$ cat config.mk
export PLATFORM = sky130hd
export DESIGN_NAME = mul_unit
export DESIGN_NICKNAME = d
export VERILOG_FILES = /design/src/rtl/mul_unit.sv
export SDC_FILE = /design/constraint.sdc
export NUM_CORES = 1
export LEC_CHECK = 0
export BUFFER_PORTS_ARGS = -buffer_cell sky130_fd_sc_hd__clkbuf_2
export CAP_MARGIN = 10
export CORE_MARGIN = 2
export CORE_UTILIZATION = 30
export CTS_CLUSTER_DIAMETER = 200
export DETAILED_ROUTE_END_ITERATION = 10
export GPL_ROUTABILITY_DRIVEN = 0
export GPL_TIMING_DRIVEN = 1
export HOLD_SLACK_MARGIN = 0.1
export PLACE_DENSITY = 0.44
export RECOVER_POWER = 100
export SLEW_MARGIN = 20
export SYNTH_ARGS = -nofsm -noshare
export SYNTH_HDL_FRONTEND = slang
export SYNTH_SLANG_ARGS = --single-unit
export TNS_END_PERCENT = 100
$ cat constraint.sdc
create_clock -name clk -period 3.75 [get_ports clk]
set_input_delay 0.1875 -clock clk [delete_from_list [all_inputs] [get_ports clk]]
set_output_delay 0.1875 -clock clk [all_outputs]
set_load 0.005 [all_outputs]
$ cat src/rtl/mul_unit.sv
// mul_unit: iterative 32-bit shift-add multiply / multiply-accumulate.
// Retires one multiplier bit per cycle and stops as soon as the remaining
// multiplier bits are zero. The result goes back through the register
// file's single write port as a one-cycle w_en pulse, with N/Z flags.
module mul_unit (
  input  logic        clk,
  input  logic        rst_n,
  input  logic        start,
  input  logic        mla,
  input  logic [3:0]  dst_addr,
  input  logic [31:0] op_a,
  input  logic [31:0] op_b,
  input  logic [31:0] op_c,
  output logic        busy,
  output logic        w_en,
  output logic [3:0]  rd_addr,
  output logic [31:0] rd_data,
  output logic        n_flag,
  output logic        z_flag
);

  typedef enum logic [1:0] {IDLE, ACC, RUN, WB} state_t;

  // Working set of an in-flight operation.
  typedef struct packed {
    logic [31:0] mcand;
    logic [31:0] mult;
    logic [31:0] prod;
    logic [3:0]  dst;
    logic [5:0]  cnt;
  } work_t;

  state_t state, state_nxt;
  work_t  wk, wk_nxt;

  assign busy = (state != IDLE);

  // State and working registers.
  always_ff @(posedge clk or negedge rst_n) begin
    if (!rst_n) begin
      state <= IDLE;
      wk    <= '0;
    end else begin
      state <= state_nxt;
      wk    <= wk_nxt;
    end
  end

  // Next-state and datapath update.
  always_comb begin
    state_nxt = state;
    wk_nxt    = wk;
    case (state)
      IDLE: begin
        if (start) begin
          wk_nxt.mcand = op_a;
          wk_nxt.mult  = op_b;
          wk_nxt.dst   = dst_addr;
          wk_nxt.prod  = '0;
          wk_nxt.cnt   = '0;
          if (mla)            state_nxt = ACC;
          else if (op_b == '0) state_nxt = WB;
          else                state_nxt = RUN;
        end
      end
      ACC: begin
        // op_c arrives on the register file's second read, one cycle late.
        wk_nxt.prod = op_c;
        state_nxt   = (wk.mult == '0) ? WB : RUN;
      end
      RUN: begin
        // Carry-out of the add is dropped; only the low word is kept.
        if (wk.mult[0]) wk_nxt.prod = wk.prod + wk.mcand;
        wk_nxt.mcand = wk.mcand << 1;
        wk_nxt.mult  = wk.mult >> 1;
        wk_nxt.cnt   = wk.cnt + 6'd1;
        if (wk_nxt.mult == '0 || wk_nxt.cnt == 6'd32) state_nxt = WB;
      end
      WB: begin
        state_nxt = IDLE;
      end
      default: begin
        state_nxt = IDLE;
      end
    endcase
  end

  // Write port: registered on entry to WB so w_en is high exactly for the
  // WB cycle; address/data/flags hold until the next write-back.
  always_ff @(posedge clk or negedge rst_n) begin
    if (!rst_n) begin
      w_en    <= 1'b0;
      rd_addr <= '0;
      rd_data <= '0;
      n_flag  <= 1'b0;
      z_flag  <= 1'b0;
    end else begin
      w_en <= (state_nxt == WB);
      if (state_nxt == WB) begin
        rd_addr <= wk_nxt.dst;
        rd_data <= wk_nxt.prod;
        n_flag  <= wk_nxt.prod[31];
        z_flag  <= (wk_nxt.prod == '0);
      end
    end
  end

endmodule

==> results.txt, run 1 <==
status -> complete, but fails checks
failing checks -> capacitance limit, slew limit
CTS tree -> yes
clock share of power -> 13.7%
Fin. Hold Viols -> 0
largest family of logic cells by synthesized area -> compound AO/OA/AOI/OAI gates
r2r setup slk -> 0.26 ns
primary flip-flop cell chosen by synthesis mapping -> dfrtp_1
R2R cell count -> 12
Post-DP Area -> 10500 µm²
synth unique cells -> 70
Worst Path Arrival -> 3.84 ns
Worst-path clk slew -> 0.07 ns
Pins Over Slew Limit -> 168
net switching power -> 5.87 mW
largest cells by area after synthesis -> dfrtp_1, mux2_2, o22ai_1, a21oi_1, ha_1
post-synth net total -> 1124
Setup crit start kind -> flop
P_int -> 6.76 mW
critical path peak fanout -> 5
Post-Synth XOR/XNOR Area -> 2.27%
RSZ-0062 raised after global routing -> false
TritonCTS Buffers -> 17
vias per cell -> 5.48
Hold Path Cell Cnt -> 3
asr flop ratio synth -> 100%
ant diodes -> 0
Die Wd -> 180 µm
Mapped Area -> 9280 µm²
Global Route Usage Sum -> 19.3%
Yosys top cell area share -> 39.4%
area grow syn2layout -> 27.9%
cell accounting for the most synthesized area -> dfrtp_1
Sw Ratio -> 46.5%
Synth Register Bits -> 146
post-synthesis compound-gate area fraction -> 25.9%
FF-to-FF End -> z_flag
peak supply drop -> 0.562 mV
Setup Skew -> 0.0138 ns
row count -> 64
Worst Hold Class -> in -> reg
vias in the first global route -> 8709
latest clock arrival within the worst-skew pair -> 0.45 ns
pwr/cell area -> 1060 nW/µm²
DP HPWL -> 21500 µm
fraction of layout cells with a size suffix above 1 -> 26.6%
Post-route DRC -> 0
Worst slew margin -> -66.7%
worst hold slack -> 0.0928 ns
overflow left after global routing -> 0
adder-cell share of the synthesized area -> 5.07%
Post-synth EDFFs -> 0
post-synthesis mux area share -> 12.1%
Final nets -> 1329
CTS sink cnt -> 146
Max clock buf depth -> 2
first-pass GRT wire length -> 49900 µm
hold worst-path end -> wk[89]
# H-tree levels -> 4
yosys warns -> 0
DR pass1 iterations -> 5
Sequential Power Share -> 24.7%
kind of critical path -> reg -> reg
Die Y -> 180 µm
Crit path required time -> 4.10 ns
PortBufs -> 143
Max Clk Rate -> 287 MHz
Pleak -> 5.02 nW
final wirelength -> 31400 µm
Final period util -> 93.0%
CTS root buf -> clkbuf_16
Final ANT Viol Nets -> 0
max-cap viol count -> 2
hold_sp -> op_a[15]
initial antenna violation count -> 0
post-synthesis sequential area ratio -> 39.4%
Mean Syn Cell Area -> 9.44 µm²
die area -> 32300 µm²
Slowest-stage cell, CP -> or4_1
# fillers -> 3098
drt first-iter violations -> 600
Critical Path Max Stage Delay -> 0.52 ns
Gate power share -> 61.6%
Power, Total -> 12.6 mW
Starting Density -> 30.4%
Routed WL per cell -> 19.7 µm
Critical Path End Type -> flop
Slew @ Worst Pin -> 2.50 ns
Post-Synthesis Cells -> 983
via count -> 8750
cell area after layout -> 11900 µm²
fin util -> 38.9%
Synth Area in Simple Gates -> 10.8%
setup TNS -> 0 ns
FF-to-FF Start -> wk[74]
Tmin final -> 3.49 ns
Core Area -> 30500 µm²
critical path cell sequence -> ha_1 > fa_1 > xnor2_1 > nor2_1 > a221o_1 > or4_1 > or3_1 > nor3_2 > nand4_1 > nor4_2 > nand4b_1 > o32ai_2
worst setup path start -> wk[74]
largest net degree at the start of global routing -> 93
setup bufs post-CTS -> 0
Finish-stage setup viols -> 0
IO Pins -> 144
[placed cells by master (no fill, tap or decap), drive strengths merged, types with 5 or more instances in the layout]
| cell | instances |
|---|---|
| o22ai | 124 |
| mux2i | 5 |
| o211ai | 8 |
| nor3 | 17 |
| clkbuf | 166 |
| mux2 | 95 |
| nand2 | 47 |
| dlygate4sd3 | 81 |
| inv | 21 |
| xor2 | 7 |
| nand3 | 20 |
| o21a | 6 |
| a31oi | 8 |
| xnor2 | 17 |
| nor2b | 9 |
| dfrtp | 146 |
| o21ai | 51 |
| nand2b | 5 |
| a21o | 8 |
| nor4 | 21 |
| a21oi | 107 |
| buf | 42 |
| ha | 36 |
| a211oi | 5 |
| nor2 | 37 |
| a22oi | 24 |
| clkinvlp | 5 |
| nand4 | 21 |
[worst max path at each step]
stage	to	slack, ns	cells after the start
after CTS	z_flag	0.19	12
final	z_flag	0.26	12
after global placement	z_flag	0.17	12
after detailed placement	z_flag	0.20	12
after floorplan	z_flag	0.65	13
after global routing	z_flag	0.04	14
[cell type report]
type	count	area (µm²)	area share, %
inverters	18	67.6	0.569
well taps	396	495	4.18
clock inverters	13	129	1.09
clock buffers	19	443	3.73
multi-input cells	735	5230	44.1
repair buffers	270	1850	15.6
flip-flops and latches	146	3650	30.8
[cell families (layout without fill, tap and decap cells)]
| family | count (synthesis) | after routing |
|---|---|---|
| AOI/OAI and AO/OA | 378 | 378 |
| xor gates and xnor gates | 24 | 24 |
| adders and majority gates | 37 | 37 |
| buffers and inverters | 102 | 320 |
| DFF | 146 | 146 |
| muxes | 100 | 100 |
| and+or+nand+nor | 196 | 196 |
[power by group through the flow]
stage / Combinational, mW / Sequential, mW / Clock (mW)
6_report: 7.79 / 3.12 / 1.73
5_1_grt: 8.63 / 3.24 / 1.84
4_1_cts: 7.79 / 3.11 / 1.77
3_5_place_dp: 7.70 / 3.14 / 0
3_3_place_gp: 7.69 / 3.13 / 0
2_1_floorplan: 5.59 / 2.90 / 0
[what timing repair did]
action	4_1_cts	5_1_grt
hold endpoints to repair	174	0
hold buffers	81	0
resized for setup	0	3
endpoints found under the setup margin	0	1
[flip-flops by register name, indices dropped and copies added, names as in the netlist]
signal / cells
rd_addr: 4
rd_data: 32
state: 2
w_en: 1
wk: 106
z_flag: 1
[per-stage QoR]
stage               setup WS, ns  std cells
finish                     0.263       1597
global route              0.0425       1597
CTS                        0.189       1597
detailed placement         0.197       1484
global placement           0.174       1484
floorplan                  0.647        983
[synth_stat cells, drive strengths merged, types with 3 or more instances]
master and count:
a211o 3, a211oi 5, a21o 8, a21oi 107, a221o 4, a221oi 4, a222oi 4, a22oi 24
a31oi 8, and2 4, buf 20, clkbuf 64, dfrtp 146, ha 36, inv 18, mux2 95
mux2i 5, nand2 47, nand2b 5, nand3 20, nand4 21, nor2 37, nor2b 9, nor3 17
nor4 21, o211ai 8, o21a 6, o21ai 51, o22ai 124, o31ai 3, xnor2 17, xor2 7
[routing by layer]
layer | vias to the layer above | share of wire [%] | track usage (%) | wire length [µm]
met1 | 4308 | 48 | 27.1 | 15100
met3 | 32 | 3.5 | 2.92 | 1100
met5 | - | 0 | 0 | 0
li1 | 4217 | - | - | -
met2 | 193 | 47 | 30.7 | 14700
met4 | 0 | 1.6 | 5.37 | 487
[critical path: cells and delay by family (launching register included)]
family / cells / cell delay, ns
compound gates: 2 / 0.49
xor+xnor: 1 / 0.17
fa+ha+maj: 2 / 0.64
flops: 1 / 0.42
simple gates: 7 / 1.68
(Power assumes the default switching activity.)
==> run 2, diff against run 1 <==
--- a/config.mk
+++ b/config.mk
@@ -14,7 +14,7 @@
 export GPL_ROUTABILITY_DRIVEN = 0
 export GPL_TIMING_DRIVEN = 1
 export HOLD_SLACK_MARGIN = 0.1
-export PLACE_DENSITY = 0.44
+export PLACE_DENSITY = 0.45
 export RECOVER_POWER = 100
 export SLEW_MARGIN = 20
 export SYNTH_ARGS = -nofsm -noshare
==> constraint.sdc (replaced) <==
create_clock -name clk -period 3.1 [get_ports clk]
set_input_delay 0.155 -clock clk [delete_from_list [all_inputs] [get_ports clk]]
set_output_delay 0.155 -clock clk [all_outputs]
set_load 0.005 [all_outputs]
==> run 2 against run 1 <==
The flow finishes with violations (capacitance limit, slew limit, setup timing). Sequential cell count stayed put. Via count up 6.0%. Register-to-register slack worse by 0.50 ns. Largest cell class unchanged. Clock power up 32%. Sequential power rose by 19%. Critical endpoint unchanged. Non-clock buffer count up 114. Combinational power up 44%. Critical path depth did not move.
==> results.txt, run 2 (synthesis gave the netlist of run 1 again) <==
final wirelength -> 32200 µm
DP HPWL -> 22800 µm
critical path cell sequence -> ha_2 > fa_2 > xnor2_1 > nor2_1 > a221o_1 > or4_1 > or3_4 > nor3_2 > nand4_1 > nor4_2 > nand4b_1 > o32ai_2
hold_sp -> op_c[23]
FF-to-FF Start -> wk[10]
overflow left after global routing -> 0
Final period util -> 108%
Setup crit start kind -> flop
Critical Path End Type -> flop
Pins Over Slew Limit -> 45
Starting Density -> 30.4%
CTS root buf -> clkbuf_16
initial antenna violation count -> 0
Final nets -> 1443
Core Area -> 30500 µm²
placed insts -> 1602
Sequential Power Share -> 21.5%
Slowest-stage cell, CP -> or3_4
peak supply drop -> 0.526 mV
first-pass GRT wire length -> 51200 µm
vias per cell -> 5.43
Worst Hold Class -> in -> reg
CTS tree -> yes
commonest non-fill, non-tap cell in the layout -> buf_4
Final ANT Viol Nets -> 0
cell area after layout -> 12900 µm²
failing checks -> capacitance limit, slew limit, setup timing
Finish-stage setup viols -> 1
final non-filler cell total -> 1709
# H-tree levels -> 4
Routed WL per cell -> 18.9 µm
Global Route Usage Sum -> 19.7%
Max clock buf depth -> 2
Pleak -> 5.62 nW
crit path buf inv count -> 0
Regs by FF count -> wk (106), rd_data (32), rd_addr (4)
row count -> 64
Tmin final -> 3.34 ns
fraction of layout cells with a size suffix above 1 -> 34.7%
PortBufs -> 143
max reg flops -> 106
via count -> 9273
Worst-path clk slew -> 0.06 ns
clock share of power -> 13.3%
commonest non-fill, non-tap cells in the layout -> buf_4, dfrtp_1, clkbuf_2
RSZ-0062 raised after global routing -> true
cell family with most CP delay -> simple AND/OR/NAND/NOR gates
max-cap viol count -> 1
Sw Ratio -> 43.4%
area grow syn2layout -> 38.9%
Critical Path Max Stage Delay -> 0.44 ns
Die Y -> 180 µm
status -> complete, but fails checks
Slew @ Worst Pin -> 2.48 ns
latest clock arrival within the worst-skew pair -> 0.43 ns
Fin. Hold Viols -> 0
pwr/cell area -> 1330 nW/µm²
vias in the first global route -> 9227
ant diodes -> 0
Crit path required time -> 3.43 ns
# fillers -> 3057
R2R cell count -> 12
setup TNS -> -0.240 ns
IO Pins -> 144
Max Clk Rate -> 299 MHz
kind of critical path -> reg -> reg
Worst slew margin -> -65.2%
P_int -> 9.73 mW
die area -> 32300 µm²
CTS sink cnt -> 146
Reg with most FFs -> wk
net switching power -> 7.47 mW
TritonCTS Buffers -> 17
largest net degree at the start of global routing -> 75
Gate power share -> 65.2%
Die Wd -> 180 µm
drt first-iter violations -> 563
DR pass1 iterations -> 5
critical path peak fanout -> 2
worst setup path start -> wk[10]
Post-DP Area -> 11400 µm²
Worst Path Arrival -> 3.67 ns
setup ws final -> -0.240 ns
Post-route DRC -> 0
Hold Path Cell Cnt -> 4
WP depth -> 12
Setup Skew -> 0.0142 ns
## run 2: cell count changes in the layout (fill, tap and decap cells not counted), sizes merged
cell and change:
clkinv -1, buf +121, dlygate4sd3 -6, bufinv +3
clkinvlp -2, inv -3
## run 2: final cells by class
cell class,count,area [µm²],area share [%]
Clock buffer,20,467,3.62
Clock inverter,10,158,1.22
Inverter,18,67.6,0.524
Multi-Input combinational cell,735,5350,41.5
Sequential cell,146,3650,28.3
Tap cell,396,495,3.84
Timing Repair Buffer,384,2700,20.9
## run 2: worst paths after layout
kind                       slack [ns]         end
max                             -0.24      z_flag
min                              0.12      wk[33]
max reg2reg                     -0.24      z_flag
min reg2reg                      0.49  rd_data[8]
max in group asynchronous        0.21      wk[60]
min in group asynchronous        1.04  rd_data[7]
## run 2: routing by layer
| metal | GRT usage, % | vias to the layer above | share of wire (%) |
|---|---|---|---|
| li1 | - | 4446 | - |
| met1 | 27.3 | 4565 | 47 |
| met2 | 31.8 | 228 | 47 |
| met3 | 3.14 | 34 | 3.5 |
| met4 | 5.59 | 0 | 2.0 |
| met5 | 0 | - | 0 |
## run 2: stage by stage
stage	hold WS (ns)	setup slack, ns	power [mW]	util, %
2_1_floorplan	-0.141	0.0560	10.3	-
3_3_place_gp	0.119	-0.246	14.6	37.4
3_5_place_dp	0.124	-0.378	14.6	37.4
4_1_cts	0.102	-0.387	17.1	42.0
5_1_grt	0.133	-0.430	18.6	42.2
6_report	0.120	-0.240	17.2	42.2
## run 2: timing repair
item / 4_1_cts / 5_1_grt
setup endpoints to repair: 2 / 31
pin swaps: 7 / 10
endpoints found under the hold margin: 121 / 0
resized for setup: 6 / 17
hold buffers: 75 / 0
setup buffers: 1 / 1
## run 2: power by group through the flow
stage | sequential (mW) | combinational, mW | clock, mW
CTS | 3.68 | 11.1 | 2.34
detailed placement | 3.71 | 10.9 | 0
finish | 3.70 | 11.2 | 2.28
global route | 3.83 | 12.4 | 2.42
floorplan | 3.51 | 6.76 | 0
global placement | 3.69 | 10.9 | 0
## run 2: worst register-to-register path: stages, from the launching register on
cell and delay, ns:
dfrtp_1 0.38, ha_2 0.21, fa_2 0.41, xnor2_1 0.16, nor2_1 0.06, a221o_1 0.27, or4_1 0.43, or3_4 0.44
nor3_2 0.12, nand4_1 0.21, nor4_2 0.21, nand4b_1 0.15, o32ai_2 0.21
==> run 3, diff against run 2 <==
--- a/config.mk
+++ b/config.mk
@@ -8,13 +8,13 @@
 export BUFFER_PORTS_ARGS = -buffer_cell sky130_fd_sc_hd__clkbuf_2
 export CAP_MARGIN = 10
 export CORE_MARGIN = 2
-export CORE_UTILIZATION = 30
+export CORE_UTILIZATION = 44
 export CTS_CLUSTER_DIAMETER = 200
 export DETAILED_ROUTE_END_ITERATION = 10
 export GPL_ROUTABILITY_DRIVEN = 0
 export GPL_TIMING_DRIVEN = 1
 export HOLD_SLACK_MARGIN = 0.1
-export PLACE_DENSITY = 0.45
+export PLACE_DENSITY = 0.63
 export RECOVER_POWER = 100
 export SLEW_MARGIN = 20
 export SYNTH_ARGS = -nofsm -noshare
==> run 3 against run 2 <==
The run still ends with capacitance limit, slew limit, setup timing left. Non-clock buffer count down 30. Power down 6.0%. Fmax up 2.0%. Design area down 4.2%. Via count down 0.46%. Utilization up 17 points. Global-route usage up 6.4 points. Count of clock-buffer cells in the layout down 1. Critical path depth unchanged. Die area down 31%. Critical path type unchanged. Critical endpoint unchanged. Largest power group unchanged. Highest routed layer unchanged.
==> results.txt, run 3 (synthesis gave the netlist of run 1 again) <==
status -> complete, but fails checks
ant diodes -> 0
Die Y -> 149 µm
worst hold slack -> 0.110 ns
area grow syn2layout -> 33.1%
fraction of layout cells with a size suffix above 1 -> 31.5%
TritonCTS Buffers -> 17
setup TNS -> -0.657 ns
vias in the first global route -> 9074
CTS tree -> yes
RSZ-0062 raised after global routing -> true
CTS root buf -> clkbuf_16
Pleak -> 5.42 nW
setup ws final -> -0.175 ns
max-cap viol count -> 1
Setup Skew -> 0.0127 ns
Pins Over Slew Limit -> 75
kind of critical path -> reg -> reg
die area -> 22300 µm²
Starting Density -> 44.4%
Max clock buf depth -> 2
Setup crit start kind -> flop
Fin. Hold Viols -> 0
Routed WL per cell -> 18.4 µm
largest net degree at the start of global routing -> 77
overflow left after global routing -> 0
commonest non-fill, non-tap cell in the layout -> dfrtp_1
Final nets -> 1413
Finish-stage setup viols -> 25
Final period util -> 106%
final wirelength -> 28600 µm
# H-tree levels -> 4
Worst Hold Class -> in -> reg
critical path peak fanout -> 2
Core Area -> 20900 µm²
via count -> 9230
Regs by FF count -> wk (106), rd_data (32), rd_addr (4)
FF-to-FF Start -> wk[10]
latest clock arrival within the worst-skew pair -> 0.43 ns
DR pass1 iterations -> 7
initial antenna violation count -> 0
DP HPWL -> 19500 µm
Worst-path clk slew -> 0.07 ns
drt first-iter violations -> 579
Max Clk Rate -> 305 MHz
commonest non-fill, non-tap cells in the layout -> dfrtp_1, clkbuf_2, o22ai_1
Die Wd -> 149 µm
Tmin final -> 3.28 ns
worst setup path start -> wk[10]
pwr/cell area -> 1310 nW/µm²
Slew @ Worst Pin -> 1.92 ns
row count -> 53
failing checks -> capacitance limit, slew limit, setup timing
Reg with most FFs -> wk
r2r setup slk -> -0.18 ns
max reg flops -> 106
Critical Path End Type -> flop
CTS sink cnt -> 146
hold_sp -> op_c[23]
peak supply drop -> 0.646 mV
PortBufs -> 143
setup bufs post-CTS -> 0
Post-route DRC -> 0
fin util -> 59.1%
Crit path required time -> 3.44 ns
vias per cell -> 5.92
Final ANT Viol Nets -> 0
first-pass GRT wire length -> 46300 µm
Worst Path Arrival -> 3.61 ns
# fillers -> 1868
Global Route Usage Sum -> 26.1%
IO Pins -> 144
Worst slew margin -> -28.2%
==> run 3: critical path, stage by stage, from the launching register on <==
cell,delay (ns)
dfrtp_1,0.39
ha_2,0.20
fa_2,0.38
xnor2_2,0.16
nor2_1,0.05
a221o_1,0.28
or4_1,0.52
or3_4,0.37
nor3_2,0.11
nand4_1,0.18
nor4_2,0.19
nand4b_1,0.15
o32ai_2,0.21
==> run 3: routing by layer <==
metal  part of all wire, %  track usage (%)  vias up
met5                     0                0        -
met4                   2.2             8.19        0
met3                   5.1             4.25       43
met2                    48             43.3      289
met1                    44             35.1     4502
li1                      -                -     4396
==> run 3: repair_timing <==
item,4_1_cts,5_1_grt
pin swaps,0,1
hold endpoints to repair,152,0
endpoints found under the setup margin,32,32
hold buffers,78,0
gates resized for setup,8,8
==> run 3: path summary, 6_finish.rpt <==
path / to / cells after the start
setup / recovery: z_flag / 12
hold / removal: wk[33] / 4
setup reg to reg: z_flag / 12
hold reg to reg: wk[8] / 1
max in group asynchronous: rd_data[19] / 3
min in group asynchronous: rd_data[9] / 2
==> run 3: power by group <==
| group | switching (mW) | leakage (nW) | internal (mW) |
|---|---|---|---|
| sequential | 0.799 | 1.78 | 2.86 |
| clock | 0.877 | 0.279 | 1.21 |
| combinational | 5.46 | 3.35 | 4.98 |
==> run 3: through the flow <==
stage | std cells | total power [mW] | worst slack (ns) | area (µm²)
detailed placement | 1450 | 13.9 | -0.268 | 11000
global route | 1560 | 17.4 | -0.347 | 12400
global placement | 1450 | 13.8 | -0.194 | 11000
CTS | 1560 | 16.2 | -0.170 | 12400
floorplan | 983 | 10.3 | 0.0560 | 9280
finish | 1560 | 16.2 | -0.175 | 12400
==> run 3: cell type report <==
class / count / area, µm² / area share, %
multi-input cells: 735 / 5260 / 42.6
flip-flops and latches: 146 / 3650 / 29.6
repair buffers: 354 / 2450 / 19.8
clock buffers: 19 / 443 / 3.59
well taps: 275 / 344 / 2.79
clock inverters: 13 / 134 / 1.08
inverters: 18 / 67.6 / 0.547
